## src/rtl/div_seq_ctrl.sv

```systemverilog
// -----------------------------------------------------------------------------
// div_seq_ctrl
//
// Multi-cycle sequencer for MIPS DIV / DIVU with a radix-2 restoring
// shift-subtract datapath. It sits in EX beside the ALU. It freezes the
// pipeline through stall_o while a division is in flight. It returns
// {HI = remainder, LO = quotient} together with a single-cycle ready_o.
//
// Handshake: EX raises start_i and holds it until it has seen ready_o.
// ready_o is high for exactly one cycle per accepted start. The controller
// then waits in END until start_i drops, so a held start never launches a
// second division. annul_i (exception flush) aborts any division in flight.
// No ready_o is issued for an aborted division.
//
// Optional feature (define the macro to enable):
//   DIV_EARLY_FINISH_EN - when |dividend| < |divisor| and the divisor is
//                         nonzero, skip the iterations. The result is then
//                         Q = 0, R = original dividend, ready two cycles after
//                         start. The results are identical with the macro
//                         undefined; only the latency differs.
//
// Parameters:
//   WIDTH      operand width (result_o is 2*WIDTH)
//   CNT_W      iteration counter width, 2**CNT_W > WIDTH
//
// Ports:
//   clk        system clock
//   rst        synchronous, active-high reset
//   start_i    division request from EX
//   signed_i   1 = DIV (signed), 0 = DIVU
//   annul_i    exception flush, aborts the division in flight
//   opdata1_i  dividend (rs)
//   opdata2_i  divisor (rt)
//   result_o   {remainder, quotient}, changes only on entry to END
//   ready_o    result valid, one cycle per accepted start
//   stall_o    pipeline stall request (combinational)
//   dbg_state  current FSM state: 0 IDLE, 1 DIVZERO, 2 ON, 3 END
// -----------------------------------------------------------------------------
module div_seq_ctrl #(
    parameter int WIDTH = 32,
    parameter int CNT_W = 6
) (
    input  logic               clk,
    input  logic               rst,
    input  logic               start_i,
    input  logic               signed_i,
    input  logic               annul_i,
    input  logic [WIDTH-1:0]   opdata1_i,
    input  logic [WIDTH-1:0]   opdata2_i,
    output logic [2*WIDTH-1:0] result_o,
    output logic               ready_o,
    output logic               stall_o,
    output logic [1:0]         dbg_state
);

    typedef enum logic [1:0] {
        ST_IDLE    = 2'd0,
        ST_DIVZERO = 2'd1,
        ST_ON      = 2'd2,
        ST_END     = 2'd3
    } state_t;

    state_t             state;
    logic [CNT_W-1:0]   cnt;
    logic [WIDTH-1:0]   divisor_q;
    logic [WIDTH-1:0]   rem_q;
    logic [WIDTH-1:0]   quo_q;
    logic               sign1_q;
    logic               sign2_q;
    logic               signed_q;

    // Operand magnitudes. The negation is taken only for signed ops.
    // 0x80000000 maps onto itself, which is the correct unsigned magnitude.
    logic [WIDTH-1:0]   abs1;
    logic [WIDTH-1:0]   abs2;
    logic               early;
    logic               accept;

    // One restoring iteration.
    logic [WIDTH:0]     rem_sh;
    logic [WIDTH+1:0]   trial;
    logic               trial_neg;
    logic [WIDTH-1:0]   rem_nxt;
    logic [WIDTH-1:0]   quo_nxt;
    logic [WIDTH-1:0]   rem_fix;
    logic [WIDTH-1:0]   quo_fix;
    logic               last_iter;

    always_comb begin
        abs1 = (signed_i && opdata1_i[WIDTH-1]) ? -opdata1_i : opdata1_i;
        abs2 = (signed_i && opdata2_i[WIDTH-1]) ? -opdata2_i : opdata2_i;
        accept = start_i && !annul_i;
`ifdef DIV_EARLY_FINISH_EN
        early = (abs1 < abs2);
`else
        early = 1'b0;
`endif

        // The shifted remainder can reach 2*divisor-1, so it needs one bit
        // beyond WIDTH. The trial is kept one bit wider again so that its
        // top bit is a clean borrow flag.
        rem_sh    = {rem_q, quo_q[WIDTH-1]};
        trial     = {1'b0, rem_sh} - {2'b00, divisor_q};
        trial_neg = trial[WIDTH+1];
        rem_nxt   = trial_neg ? rem_sh[WIDTH-1:0] : trial[WIDTH-1:0];
        quo_nxt   = {quo_q[WIDTH-2:0], ~trial_neg};

        // Truncating-division sign rules. The quotient follows the XOR of
        // the operand signs. The remainder follows the dividend.
        quo_fix = (signed_q && (sign1_q ^ sign2_q)) ? -quo_nxt : quo_nxt;
        rem_fix = (signed_q && sign1_q) ? -rem_nxt : rem_nxt;

        last_iter = (cnt == CNT_W'(WIDTH - 1));
    end

    always_ff @(posedge clk) begin
        if (rst) begin
            state     <= ST_IDLE;
            cnt       <= '0;
            divisor_q <= '0;
            rem_q     <= '0;
            quo_q     <= '0;
            sign1_q   <= 1'b0;
            sign2_q   <= 1'b0;
            signed_q  <= 1'b0;
            result_o  <= '0;
            ready_o   <= 1'b0;
        end else begin
            ready_o <= 1'b0;
            case (state)
                ST_IDLE: begin
                    if (accept) begin
                        divisor_q <= abs2;
                        sign1_q   <= opdata1_i[WIDTH-1];
                        sign2_q   <= opdata2_i[WIDTH-1];
                        signed_q  <= signed_i;
                        cnt       <= '0;
                        if (opdata2_i == '0) begin
                            // DIVZERO hands {rem_q, quo_q} straight to
                            // result_o, so preload the zero result.
                            state <= ST_DIVZERO;
                            rem_q <= '0;
                            quo_q <= '0;
                        end else if (early) begin
                            // Same single-cycle path, preloaded with
                            // Q = 0 and R = the raw dividend.
                            state <= ST_DIVZERO;
                            rem_q <= opdata1_i;
                            quo_q <= '0;
                        end else begin
                            state <= ST_ON;
                            rem_q <= '0;
                            quo_q <= abs1;
                        end
                    end
                end

                ST_DIVZERO: begin
                    if (annul_i) begin
                        state <= ST_IDLE;
                    end else begin
                        state    <= ST_END;
                        result_o <= {rem_q, quo_q};
                        ready_o  <= 1'b1;
                    end
                end

                ST_ON: begin
                    if (annul_i) begin
                        state <= ST_IDLE;
                    end else begin
                        rem_q <= rem_nxt;
                        quo_q <= quo_nxt;
                        cnt   <= cnt + 1'b1;
                        if (last_iter) begin
                            state    <= ST_END;
                            result_o <= {rem_fix, quo_fix};
                            ready_o  <= 1'b1;
                        end
                    end
                end

                ST_END: begin
                    // Wait here until EX drops start so one request yields
                    // exactly one result.
                    if (annul_i || !start_i) begin
                        state <= ST_IDLE;
                    end
                end

                default: state <= ST_IDLE;
            endcase
        end
    end

    // stall_o is low in END so the pipeline advances in the ready cycle.
    // It drops immediately on annul.
    always_comb begin
        stall_o = ((state == ST_IDLE) && start_i && !annul_i) ||
                  (((state == ST_DIVZERO) || (state == ST_ON)) && !annul_i);
        dbg_state = state;
    end

endmodule

```

## config.mk

```make
export PLATFORM = sky130hd
export DESIGN_NAME = div_seq_ctrl
export DESIGN_NICKNAME = d
export VERILOG_FILES = /design/src/rtl/div_seq_ctrl.sv
export SDC_FILE = /design/constraint.sdc
export NUM_CORES = 1
export LEC_CHECK = 0
export CAP_MARGIN = 20
export CORE_MARGIN = 5
export CORE_UTILIZATION = 51
export CTS_CLUSTER_DIAMETER = 150
export DETAILED_ROUTE_END_ITERATION = 10
export PLACE_DENSITY = 0.73
export SYNTH_ARGS = -nofsm -noshare
export SYNTH_HDL_FRONTEND = slang
export SYNTH_SLANG_ARGS = --single-unit
```

## constraint.sdc

```tcl
create_clock -name clk -period 12.54 [get_ports clk]
set_input_delay 2.508 -clock clk [delete_from_list [all_inputs] [get_ports clk]]
set_output_delay 2.508 -clock clk [all_outputs]
set_load 0.005 [all_outputs]
```

==> results of run 1 <==
state kept, by name, summed over array words and instances (netlist names):
register and flops:
sign2_q 1, divisor_q 32, sign1_q 1, rem_q 32
quo_q 32, dbg_state 2, signed_q 1, cnt 6
result_o 64, ready_o 1
cell usage after synthesis, types with 13 or more instances:
library cell  instances  area share
nor4_1               17      0.0088
buf_2                18      0.0074
nand2_1             154       0.048
xor2_1               56       0.040
or3_1                15      0.0077
xnor2_1              86       0.062
o21ai_0              78       0.032
nor3_1               56       0.023
a211oi_1             81       0.050
nand4_1              13      0.0067
nor2_1              250       0.077
o211ai_1             17       0.011
nand3_1              22      0.0091
o31ai_1              18       0.011
a22oi_1              25       0.015
a31oi_1              18      0.0093
mux2i_1              23       0.019
a221oi_1             25       0.018
a21oi_1             152       0.063
dfxtp_1             172        0.28
ha_1                 41       0.042
inv_1                64       0.020
clkbuf_1             87       0.027
metal layers:
metal,global-route usage,routed length [µm]
met3,0.03940,2589
met1,0.3871,17060
met5,0,0
met2,0.3997,15720
met4,0.06557,609
cell type report:
type                    instances  area, µm²  share of cell area
clock inverters                14      127.6            0.009024
flip-flops and latches        172       3443              0.2435
repair buffers                149       1456              0.1030
multi-input cells            1296       8050              0.5692
clock buffers                  17      425.4             0.03008
well taps                     319      399.1             0.02822
inverters                      64      240.2             0.01699
power groups by stage:
stage               Clock (mW)  Sequential [mW]  Combinational, mW
floorplan                    0            0.715              0.807
global placement             0            0.744               1.08
detailed placement           0            0.747               1.10
CTS                      0.518            0.735               1.10
global route             0.541            0.753               1.23
finish                   0.511            0.737               1.12
cell usage in the layout, fill, tap and decap left out, types with 40 or more instances in the layout:
cell	Yosys	layout
nor2_1	250	250
ha_1	41	40
nand2_1	154	154
o21ai_0	78	78
inv_1	64	64
a211oi_1	81	81
dfxtp_1	172	172
xor2_1	56	56
a21oi_1	152	150
xnor2_1	86	86
nor3_1	56	56
clkdlybuf4s50_1	0	135
logic make-up after synthesis:
family	synth area share
buffers and inverters	0.05817
AO/OA/AOI/OAI	0.2637
AND/OR/NAND/NOR	0.2241
XOR/XNOR	0.1023
flip-flops	0.2833
adder cells (fa/ha/maj)	0.04386
multiplexers	0.02450
through the flow:
stage / instances / power (mW) / hold slack, ns
after CTS: 2031 / 2.356 / 0.4589
after floorplan: 1647 / 1.522 / 0.4319
after global placement: 2000 / 1.826 / 0.4433
final: 2031 / 2.368 / 0.4539
after global routing: 2031 / 2.525 / 0.4764
after detailed placement: 2000 / 1.842 / 0.4483
final timing paths:
kind	startpoint	to	slack, ns	depth (start not counted)
worst min-delay path	result_o[6]	result_o[6]	0.45	2
worst max register to register	rem_q[9]	result_o[28]	7.34	18
worst max-delay path	annul_i	stall_o	5.83	4
worst min register to register	result_o[6]	result_o[6]	0.45	2
worst max-delay path: cells and delay by family:
kind	cells	cell delay, ns
buffers and inverters	2	1.09
AND/OR/NAND/NOR	2	0.59
==> summary.md, run 1 <==
| Metric | Value |
|---|---|
| Die area | `27020 µm²` |
| WS Path Type | `in2out` |
| FP Rows | `56` |
| Width of the die | `164.4 µm` |
| Worst path cell trace | `clkdlybuf4s50_1 > nand3b_1 > nand2_1 > clkdlybuf4s50_1` |
| GPL Wtd Cong | `0.9579` |
| Ys flop type | `dfxtp_1` |
| Worst slew margin | `0.2955` |
| Number of synthesized flops with an enable pin | `0` |
| Mean Syn Cell Area | `7.379 µm²` |
| Hold Violations, Final | `0` |
| Syn_nets | `1758` |
| Clock Power Share | `0.216` |
| Max Fclk | `149.1 MHz` |
| DRC violations left | `0` |
| Antenna Violating Nets Remaining | `0` |
| Core Region | `23470 µm²` |
| DR WL/cell | `17.71 µm` |
| RSZ-0062 raised after global routing | `no` |
| Crit-path max FO | `9` |
| Netlist cell types | `80` |
| Pwr Density | `167.5 nW/µm²` |
| Clock transition at the registers of the reported paths | `0.07 ns` |
| Crit path DAT | `4.20 ns` |
| DP Area | `13590 µm²` |
| Crit share post-route | `0.5347` |
| Port Buffers | `136` |
| Max Cap Violations | `0` |
| Nets | `1811` |
| Via density per instance | `5.994` |
| Largest net degree at the start of global routing | `105` |
| Synth-to-Final Area Change | `16.37%` |
| Pre-CTS setup slack | `5.851 ns` |
| Max Slew Vio Count | `0` |
| Total grt overflow | `0` |
| Syn Std Cell Area | `12150 µm²` |
| Clock root buffer | `clkbuf_16` |
| Asr flop ratio synth | `0` |
| Crit-path most repeated cell | `clkdlybuf4s50_1` |
| Worst Path Required | `10.03 ns` |
| I/O pin cnt | `137` |
| Slowest cell delay on critical path | `0.58 ns` |
| ANT cells | `0` |
| Sequential-to-total area share from yosys stat | `0.2833` |
| P_int | `1.318 mW` |
| Slowest CP cell | `clkdlybuf4s50_1` |
| #FFs+latches synth | `172` |
| Final worst setup slack | `5.834 ns` |
| YS warnings | `0` |
| Slew @ Worst Pin | `1.057 ns` |
| Clock buffer count from CTS | `17` |
| Hold Buf Count CTS | `0` |
| Initial antenna violation count | `0` |
| CP startpoint kind | `input pin` |
| Setup Skew | `0.01782 ns` |
| Starting Density | `0.5178` |
| DR iter-0 viols | `1291` |
| Post-CTS setup buffer count | `0` |
| Final wirelength | `35.97 mm` |
| Layout cells sized above 1 | `0.05023` |
| CTS resizes | `0` |
| All-Layer GR Usage | `0.2621` |
| Clk Latency, worst-skew pair | `0.45 ns` |
| Vias in the first global route | `10820` |
| Util after Layout | `0.6025` |
| Fill cells | `2183` |
| TritonCTS clock tree | `done` |
| First-pass GRT wire length | `57.39 mm` |
| Post-DP HPWL | `26.04 mm` |
| Total negative slack | `0 ns` |
| Status | `complete, no violations` |
| Total number of vias | `12170` |
| Worst-case clock buffer depth | `2` |
| Leak | `5.094 nW` |
| Die height | `164.4 µm` |
| Worst Hold Class | `reg2reg` |
| Period minus WS final | `6.706 ns` |
| Endpoint class of the critical path | `primary output` |
| Mapped Cells | `1647` |
| Sequential Power Share | `0.311` |
| Sw Share | `0.4435` |
| Worst vdd ir | `0.1213 mV` |
| Design area | `14140 µm²` |
| H-tree depth | `4` |
| Final setup viols | `0` |
| Pre-antenna DRT Iters | `6` |
| Switching pwr | `1.050 mW` |
| Logic pwr share | `0.473` |
| # clock sinks | `172` |
No activity file was read; power rests on OpenSTA's default activity.
==> inputs of run 2 (changes only) <==
Clock period 12.54 ns to 6.5 ns, I/O delays scaled along.
==> summary.md, run 2 (synthesized netlist as in run 1, its figures left out) <==
| Metric | Value |
|---|---|
| Logic pwr share | `0.474` |
| Sw Share | `0.4464` |
| Initial antenna violation count | `0` |
| Final wirelength | `37.87 mm` |
| First-pass GRT wire length | `60.74 mm` |
| Slew @ Worst Pin | `0.9340 ns` |
| Die height | `164.4 µm` |
| Starting Density | `0.5178` |
| Clock root buffer | `clkbuf_16` |
| Leading cell type in the layout, fill and taps excluded | `nor2_1` |
| FP Rows | `56` |
| Width of the die | `164.4 µm` |
| Synth-to-Final Area Change | `17.08%` |
| Total number of vias | `12340` |
| H-tree depth | `4` |
| Crit path DAT | `4.91 ns` |
| Hold Violations, Final | `0` |
| Nets | `1814` |
| Via density per instance | `6.065` |
| WS Path Type | `reg2reg` |
| Max Slew Vio Count | `0` |
| Hold Buf Count CTS | `0` |
| Period minus WS final | `4.621 ns` |
| DR iter-0 viols | `1374` |
| Final setup viols | `0` |
| I/O pin cnt | `137` |
| Clk Latency, worst-skew pair | `0.45 ns` |
| DR WL/cell | `18.61 µm` |
| Worst slew margin | `0.3716` |
| All-Layer GR Usage | `0.2787` |
| Pwr Density | `327.5 nW/µm²` |
| Leak | `5.131 nW` |
| Die area | `27020 µm²` |
| Worst-case clock buffer depth | `2` |
| Sequential Power Share | `0.306` |
| Util after Layout | `0.6062` |
| Clock transition at the registers of the reported paths | `0.07 ns` |
| Max Fclk | `216.4 MHz` |
| Worst Path Required | `6.79 ns` |
| Post-CTS setup buffer count | `0` |
| Worst Hold Class | `reg2reg` |
| Worst vdd ir | `0.2588 mV` |
| Clock buffer count from CTS | `17` |
| Most frequent cells in the layout | `250 x nor2_1, 172 x dfxtp_1, 154 x nand2_1` |
| Port Buffers | `136` |
| Max Cap Violations | `0` |
| Pwr Total | `4.660 mW` |
| Setup Skew | `0.01968 ns` |
| Crit share post-route | `0.7109` |
| Vias in the first global route | `11280` |
| Pre-antenna DRT Iters | `6` |
| Total grt overflow | `0` |
| Core Region | `23470 µm²` |
| Biggest register | `result_o` |
| # clock sinks | `172` |
| Total negative slack | `0 ns` |
| CTS resizes | `0` |
| TritonCTS clock tree | `done` |
| P_int | `2.580 mW` |
| Clock Power Share | `0.220` |
| CP startpoint kind | `flip-flop` |
| Antenna Violating Nets Remaining | `0` |
| DRC violations left | `0` |
| Post-DP HPWL | `27.60 mm` |
| GPL Wtd Cong | `0.9913` |
| Layout cells sized above 1 | `0.05245` |
| Endpoint class of the critical path | `flip-flop` |
| ANT cells | `0` |
| Status | `complete, no violations` |
| Largest net degree at the start of global routing | `85` |
| Hold slack | `0.4546 ns` |
| Max reg flops | `64` |
| Switching pwr | `2.080 mW` |
| Crit-path max FO | `8` |
| RSZ-0062 raised after global routing | `no` |
==> run 2: changes by cell type in the layout (fill, tap and decap cells not counted), sizes merged <==
cell	change
buf	+3
clkinv	+2
clkbuf	+1
inv	-2
==> run 2: per-layer routing <==
metal	routed length [µm]	vias up	global-route usage	part of all wire
met4	647	0	0.06939	0.017
met1	17690	5774	0.4126	0.47
met5	0	-	0	0
met3	2894	45	0.04141	0.076
li1	-	6018	-	-
met2	16640	506	0.4246	0.44
==> run 2: power groups by stage <==
stage	registers, mW	logic, mW	clock network, mW
3_3_place_gp	1.44	2.11	0
6_report	1.43	2.21	1.03
5_1_grt	1.45	2.43	1.08
2_1_floorplan	1.38	1.56	0
4_1_cts	1.42	2.15	1.03
3_5_place_dp	1.44	2.14	0
==> run 2: path summary, 6_finish.rpt <==
kind / start / end / slack [ns] / depth (start not counted)
setup / recovery: divisor_q[18] / result_o[28] / 1.88 / 18
hold / removal: divisor_q[30] / divisor_q[30] / 0.45 / 2
setup reg to reg: divisor_q[18] / result_o[28] / 1.88 / 18
hold reg to reg: divisor_q[30] / divisor_q[30] / 0.45 / 2
==> run 2: through the flow <==
| stage | setup slack (ns) | instance area (µm²) | instances |
|---|---|---|---|
| finish | 1.879 | 14230 | 2035 |
| global route | 1.454 | 14230 | 2035 |
| CTS | 1.976 | 14190 | 2033 |
| detailed placement | 1.784 | 13600 | 2001 |
| global placement | 1.965 | 13600 | 2001 |
| floorplan | 2.257 | 12150 | 1647 |
==> run 2: cell type report <==
type | instances | area, µm²
tap | 319 | 399.1
inverter | 64 | 240.2
multi-input combinational | 1296 | 8050
timing repair buffer | 152 | 1506
sequential | 172 | 3443
fill | 2221 | 9244
clock inverter | 14 | 150.1
clock buffer | 18 | 439.2
==> run 2: critical path, stage by stage, from the launching register on <==
cell and delay (ns):
dfxtp_1 0.41, inv_1 0.07, ha_1 0.41, a211o_1 0.30, a21oi_1 0.22, a21oi_1 0.12, nor2_1 0.19, nand3_1 0.20
o31a_2 0.34, inv_1 0.21, ha_1 0.41, nand3_1 0.22, nor4_2 0.44, nand2b_1 0.19, o31ai_1 0.27, xor2_1 0.17
a211oi_1 0.08, a21oi_1 0.16, nor2_1 0.05
